`config.mk`:
```
export PLATFORM = sky130hd
export DESIGN_NAME = ame_grad_accum
export DESIGN_NICKNAME = d
export VERILOG_FILES = /design/src/rtl/ame_grad_accum.sv
export SDC_FILE = /design/constraint.sdc
export NUM_CORES = 2
export LEC_CHECK = 0
export BUFFER_PORTS_ARGS = -buffer_cell sky130_fd_sc_hd__buf_2
export CORE_AREA = 2 2 244 246
export CTS_BUF_LIST = sky130_fd_sc_hd__clkbuf_8
export DETAILED_ROUTE_END_ITERATION = 10
export DIE_AREA = 0 0 246 248
export GPL_TIMING_DRIVEN = 0
export PLACE_DENSITY_LB_ADDON = 0.15
export SLEW_MARGIN = 20
export SYNTH_ARGS = -nofsm -noshare
export SYNTH_HDL_FRONTEND = slang
export SYNTH_SLANG_ARGS = --single-unit
```
`constraint.sdc`:
```
create_clock -name clk_i -period 20.6 [get_ports clk_i]
set_clock_uncertainty 0.1 [all_clocks]
set_input_delay 1.03 -clock clk_i [delete_from_list [all_inputs] [get_ports clk_i]]
set_output_delay 1.03 -clock clk_i [all_outputs]
set_load 0.1 [all_outputs]
```
`src/rtl/ame_grad_accum.sv`:
```
// Gradient statistics for one Sobel Gx/Gy block pair. Both blocks are captured
// independently, then reduced one row per cycle into |G| sums, peak magnitude and direction.
module ame_grad_accum #(
  parameter int          COMP_DATA_BITS = 8,
  parameter int          SUM_BITS       = COMP_DATA_BITS + 4,
  parameter int unsigned FLAT_THRES     = 16
) (
  input  logic                                      clk_i,
  input  logic                                      rst_i,
  input  logic                                      gx_done_i,
  input  logic [3:0][3:0][COMP_DATA_BITS-1:0]       gx_data_i,
  input  logic                                      gy_done_i,
  input  logic [3:0][3:0][COMP_DATA_BITS-1:0]       gy_data_i,
  output logic                                      busy_o,
  output logic                                      accum_done_o,
  output logic [SUM_BITS-1:0]                       sum_gx_o,
  output logic [SUM_BITS-1:0]                       sum_gy_o,
  output logic [COMP_DATA_BITS:0]                   mag_max_o,
  output logic [1:0]                                dir_o,
  output logic                                      ovf_o
);

  localparam int N = COMP_DATA_BITS;
  localparam int M = COMP_DATA_BITS + 1;

  typedef logic [3:0][3:0][N-1:0] blk_t;
  typedef enum logic [2:0] {IDLE, ROW_0, ROW_1, ROW_2, ROW_3} state_t;

  // Unsigned magnitude; the most negative input maps to 2^(N-1), which fits in N bits.
  function automatic logic [N-1:0] abs_val(input logic [N-1:0] v);
    logic signed [N-1:0] s;
    s = v;
    return s[N-1] ? (~v + N'(1)) : v;
  endfunction

  function automatic logic [1:0] dir_of(input logic [SUM_BITS-1:0] sx,
                                        input logic [SUM_BITS-1:0] sy);
    logic [SUM_BITS-1:0] thr;
    thr = SUM_BITS'(FLAT_THRES);
    if (sx < thr && sy < thr) return 2'b00;
    else if (sx > sy)          return 2'b01;
    else if (sy > sx)          return 2'b10;
    else                       return 2'b11;
  endfunction

  state_t              state_q, state_d;
  blk_t                gx_buf_q, gx_buf_d, gy_buf_q, gy_buf_d;
  blk_t                wk_gx_q, wk_gx_d, wk_gy_q, wk_gy_d;
  logic                gx_vld_q, gx_vld_d, gy_vld_q, gy_vld_d;
  logic                ovf_q, ovf_d;
  logic [SUM_BITS-1:0] acc_gx_q, acc_gx_d, acc_gy_q, acc_gy_d;
  logic [M-1:0]        acc_max_q, acc_max_d;
  logic [SUM_BITS-1:0] res_gx_q, res_gx_d, res_gy_q, res_gy_d;
  logic [M-1:0]        res_max_q, res_max_d;
  logic [1:0]          res_dir_q, res_dir_d;
  logic                done_q, done_d;
  logic                consume;

  logic [1:0]          ridx;
  logic [3:0][N-1:0]   ax, ay;
  logic [3:0][M-1:0]   mc;
  logic [SUM_BITS-1:0] row_sx, row_sy, fin_gx, fin_gy;
  logic [M-1:0]        row_max;

  always_comb begin
    case (state_q)
      ROW_1:   ridx = 2'd1;
      ROW_2:   ridx = 2'd2;
      ROW_3:   ridx = 2'd3;
      default: ridx = 2'd0;
    endcase
  end

  // Row reduction: four magnitudes per channel, summed, plus running peak of |Gx|+|Gy|.
  always_comb begin
    row_sx  = '0;
    row_sy  = '0;
    row_max = acc_max_q;
    for (int c = 0; c < 4; c++) begin
      ax[c]  = abs_val(wk_gx_q[ridx][c]);
      ay[c]  = abs_val(wk_gy_q[ridx][c]);
      mc[c]  = M'(ax[c]) + M'(ay[c]);
      row_sx = row_sx + SUM_BITS'(ax[c]);
      row_sy = row_sy + SUM_BITS'(ay[c]);
      if (mc[c] > row_max) row_max = mc[c];
    end
    fin_gx = acc_gx_q + row_sx;
    fin_gy = acc_gy_q + row_sy;
  end

  always_comb begin
    state_d   = state_q;
    wk_gx_d   = wk_gx_q;
    wk_gy_d   = wk_gy_q;
    acc_gx_d  = acc_gx_q;
    acc_gy_d  = acc_gy_q;
    acc_max_d = acc_max_q;
    res_gx_d  = res_gx_q;
    res_gy_d  = res_gy_q;
    res_max_d = res_max_q;
    res_dir_d = res_dir_q;
    done_d    = 1'b0;
    consume   = 1'b0;

    if (state_q != IDLE) begin
      acc_gx_d  = fin_gx;
      acc_gy_d  = fin_gy;
      acc_max_d = row_max;
    end

    case (state_q)
      IDLE: begin
        if (gx_vld_q && gy_vld_q) begin
          consume = 1'b1;
          state_d = ROW_0;
        end
      end
      ROW_0: state_d = ROW_1;
      ROW_1: state_d = ROW_2;
      ROW_2: state_d = ROW_3;
      ROW_3: begin
        res_gx_d  = fin_gx;
        res_gy_d  = fin_gy;
        res_max_d = row_max;
        res_dir_d = dir_of(fin_gx, fin_gy);
        done_d    = 1'b1;
        if (gx_vld_q && gy_vld_q) begin
          consume = 1'b1;
          state_d = ROW_0;
        end else begin
          state_d = IDLE;
        end
      end
      default: state_d = IDLE;
    endcase

    if (consume) begin
      wk_gx_d   = gx_buf_q;
      wk_gy_d   = gy_buf_q;
      acc_gx_d  = '0;
      acc_gy_d  = '0;
      acc_max_d = '0;
    end
  end

  // Capture: a done pulse always wins over the same-cycle consume, keeping the flag set.
  always_comb begin
    gx_buf_d = gx_done_i ? gx_data_i : gx_buf_q;
    gy_buf_d = gy_done_i ? gy_data_i : gy_buf_q;
    gx_vld_d = gx_done_i | (gx_vld_q & ~consume);
    gy_vld_d = gy_done_i | (gy_vld_q & ~consume);
    ovf_d    = ovf_q | (gx_done_i & gx_vld_q & ~consume)
                     | (gy_done_i & gy_vld_q & ~consume);
  end

  always_ff @(posedge clk_i or posedge rst_i) begin
    if (rst_i) begin
      state_q   <= IDLE;
      gx_buf_q  <= '0;
      gy_buf_q  <= '0;
      gx_vld_q  <= 1'b0;
      gy_vld_q  <= 1'b0;
      ovf_q     <= 1'b0;
      wk_gx_q   <= '0;
      wk_gy_q   <= '0;
      acc_gx_q  <= '0;
      acc_gy_q  <= '0;
      acc_max_q <= '0;
      res_gx_q  <= '0;
      res_gy_q  <= '0;
      res_max_q <= '0;
      res_dir_q <= 2'b00;
      done_q    <= 1'b0;
    end else begin
      state_q   <= state_d;
      gx_buf_q  <= gx_buf_d;
      gy_buf_q  <= gy_buf_d;
      gx_vld_q  <= gx_vld_d;
      gy_vld_q  <= gy_vld_d;
      ovf_q     <= ovf_d;
      wk_gx_q   <= wk_gx_d;
      wk_gy_q   <= wk_gy_d;
      acc_gx_q  <= acc_gx_d;
      acc_gy_q  <= acc_gy_d;
      acc_max_q <= acc_max_d;
      res_gx_q  <= res_gx_d;
      res_gy_q  <= res_gy_d;
      res_max_q <= res_max_d;
      res_dir_q <= res_dir_d;
      done_q    <= done_d;
    end
  end

  assign busy_o       = (state_q != IDLE);
  assign accum_done_o = done_q;
  assign sum_gx_o     = res_gx_q;
  assign sum_gy_o     = res_gy_q;
  assign mag_max_o    = res_max_q;
  assign dir_o        = res_dir_q;
  assign ovf_o        = ovf_q;

endmodule

```
==> run_results.csv <==
group,metric,value,unit
outcome,outcome,"completed",
logic_synthesis,syn_nets,3452,
critical_path,end_kind,"flop",
logic_synthesis,ys_seq_area_share,48.8,%
placed_design,port-buffer-count,295,
floorplanning,die_w,246,microns
critical_path,critical_path_class,"flop to flop",
global_routing,grt_overflow,0,
sta,tns,0,ns
logic_synthesis,synth.largest_area_cell,"dfrtp_1",
placed_design,pre_cts_ws,4.68,ns
logic_synthesis,synthCells,3024,
layout,fillCellCount,5192,
clock_network,cts_tree,"yes",
sta,timing.slew.headroom,22.6,%
logic_synthesis,synth_top_cells_by_area,"dfrtp_1 49%, nand2_1 11%, mux2_2 9.7%",
clock_network,postCtsHoldBufs,0,
clock_network,cts_buffers,97,
drt,route.vias.total,24400,
logic_synthesis,synth_top_area_share,48.8,%
drt,drcViolationCount,0,
sta,rsz0062_at_grt,"no",
drt,drt_first_pass_iters,6,
critical_path,arrival,16.70,ns
clock_network,clockBufferDepth,3,
drt,wl,101000,microns
sta,drv_slew,0,
min_path,min_path_type,"input port to asynchronous set/reset pin",
critical_path,rrSetupSlack,4.38,ns
sta,tightestPinTransition,1.16,ns
sta,finalCritPeriodShare,78.7,%
critical_path,worst-path-max-fanout,10,
sta,fmax,0.0617,GHz
global_routing,grt_pass1_wl,149000,microns
floorplanning,die-area,61000,sq um
drt,routed_via_density,5.71,
floorplanning,top_level_ports,298,
clock_network,cts_setup_buffers,0,
critical_path,r2r_cells,63,
floorplanning,core_area,58500,sq um
critical_path,cp_common_cell,"o21a_1",
floorplanning,row_count,89,
critical_path,startpoint_type,"flop",
drt,wl_per_cell,23.6,microns
sta,fin_crit,16.22,ns
layout,syn_to_final_growth,15.3,%
logic_synthesis,yosys_warnings,0,
layout,drive_gt1_share,21.3,%
placed_design,placed_cells,4098,
sta,finalSetupViolations,0,
logic_synthesis,synth.most_common_cell,"nand2_1",
drt,drt_iter0_drc,1991,
clock_network,clock_sinks,587,
placed_design,gp_congestion,0.960,
global_routing,grt_usage,33.1,%
sta,hold_violations,0,
global_routing,grt_pass1_vias,24400,
sta,fin_ws,4.38,ns
logic_synthesis,synthTopCellsByCount,"877 x nand2_1, 587 x dfrtp_1, 260 x mux2_2",
logic_synthesis,syn_area,30100,sq um
logic_synthesis,avgSynthCellArea,9.95,sq um
critical_path,r2r-end,"acc_max_q[2]",
logic_synthesis,ys_async_sr_fraction,100,%
critical_path,slowest_delay,0.75,ns
run,drv_cap,0,
clock_network,clk-insertion-delay-late,0.75,ns
clock_network,cts_root_buf,"clkbuf_8",
drt,ant_nets,0,
logic_synthesis,synth_edf_count,0,
global_routing,grt_max_degree,114,
clock_network,post_cts_resized,0,
layout,multi_input_area,14300,sq um
critical_path,slowest_stage,"clkbuf_1",
logic_synthesis,synth_cell_types,85,
critical_path,regToRegStartpoint,"state_q[1]",
layout,instances_no_fill,4269,
global_routing,antenna_found_initial,3,
layout,nNetsFinal,3852,
floorplanning,initial_core_util,51.5,%
layout,regArea,14700,sq um
clock_network,clk_pin_slew,0.07,ns
placed_design,dp_hpwl,79300,microns
critical_path,cp.required,21.08,ns
clock_network,htree_num_levels,3,
sta,hold_slack,0.286,ns
logic_synthesis,ys_ff_latch,587,
floorplanning,die_y,248,microns
logic_synthesis,ys.flop_type,"dfrtp_1",
[layout by cell type, fill, tap and decap left out, drive strengths merged, types with 9 or more instances in the layout]
cell type	netlist	routed
nor2b	14	14
a221o	14	14
xnor2	62	62
nand3	17	17
inv	141	185
dfrtp	587	587
a21oi	119	119
xor2	29	29
a31oi	16	16
ha	122	122
a21o	25	25
nor2	89	89
nand2	878	878
o21a	17	17
nand2b	10	10
a22o	12	12
fa	46	46
o221ai	19	19
a221oi	14	14
mux2	260	260
o21ai	106	106
or3	11	11
o21bai	26	26
clkbuf	126	239
a22oi	49	49
and3	38	38
buf	32	333
nor3	12	12
o22ai	22	22
nor4	9	9
[sequential cells by signal, summed over array words and instances, names as in the netlist, 12 cells and up]
name,flops
acc_gx_q,12
sum_gy_o,12
acc_gy_q,12
wk_gx_q,128
gx_buf_q,128
sum_gx_o,12
gy_buf_q,128
wk_gy_q,128
[cells by family (layout without fill, tap and decap cells)]
| kind of cell | after synthesis | in the layout | share of synthesized area [%] |
|---|---|---|---|
| and+or+nand+nor | 1108 | 1108 | 15.0 |
| DFF | 587 | 587 | 48.8 |
| AOI/OAI and AO/OA | 501 | 501 | 11.2 |
| buffers and inverters | 300 | 771 | 3.92 |
| muxes | 268 | 268 | 9.99 |
| adders and majority gates | 169 | 169 | 8.16 |
| xor gates and xnor gates | 91 | 91 | 2.82 |
| other | 0 | 1 | 0 |
[critical path: cells and delay by family, from the launching register on]
kind                       cells  cell delay, ns
buffers and inverters         14            4.79
xor gates and xnor gates       1            0.16
DFF                            1            0.34
muxes                          2            0.69
adders and majority gates      7            2.19
AOI/OAI and AO/OA             28            5.96
and+or+nand+nor               11            1.81
[layer usage]
| metal | wire length (microns) | vias to the layer above | GRT usage, % |
|---|---|---|---|
| li1 | - | 11100 | - |
| met1 | 43100 | 12200 | 45.4 |
| met2 | 45300 | 900 | 51.0 |
| met3 | 7040 | 229 | 5.87 |
| met4 | 5090 | 0 | 15.9 |
| met5 | 0 | - | 0 |
[per-stage QoR]
| stage | instance area (sq um) | util [%] |
|---|---|---|
| finish | 34700 | 59.4 |
| global route | 34700 | 59.4 |
| CTS | 34700 | 59.4 |
| detailed placement | 32700 | 56.0 |
| global placement | 32500 | 55.7 |
| floorplan | 30100 | - |
[how the worst max path moves through the flow]
| stage | start | end | depth (start not counted) |
|---|---|---|---|
| global placement | rst_i | gy_buf_q[53] | 2 |
| floorplan | rst_i | acc_gx_q[0] | 1 |
| CTS | state_q[1] | mag_max_o[0] | 63 |
| finish | state_q[1] | acc_max_q[2] | 63 |
| detailed placement | state_q[1] | mag_max_o[0] | 63 |
| global route | state_q[1] | mag_max_o[0] | 63 |
[area by class of cell]
| type | count | area share [%] |
|---|---|---|
| inverter | 142 | 1.56 |
| timing repair buffer | 301 | 4.67 |
| clock buffer | 113 | 4.48 |
| tap | 773 | 2.79 |
| antenna | 1 | 0.00721 |
| multi-input combinational | 2137 | 41.1 |
| sequential | 587 | 42.3 |
| clock inverter | 57 | 1.21 |
| buffer | 158 | 1.87 |
Power is left out: the tool's default activity adds up to more than one toggle a clock period on the data nets, which glitch-free logic cannot reach.
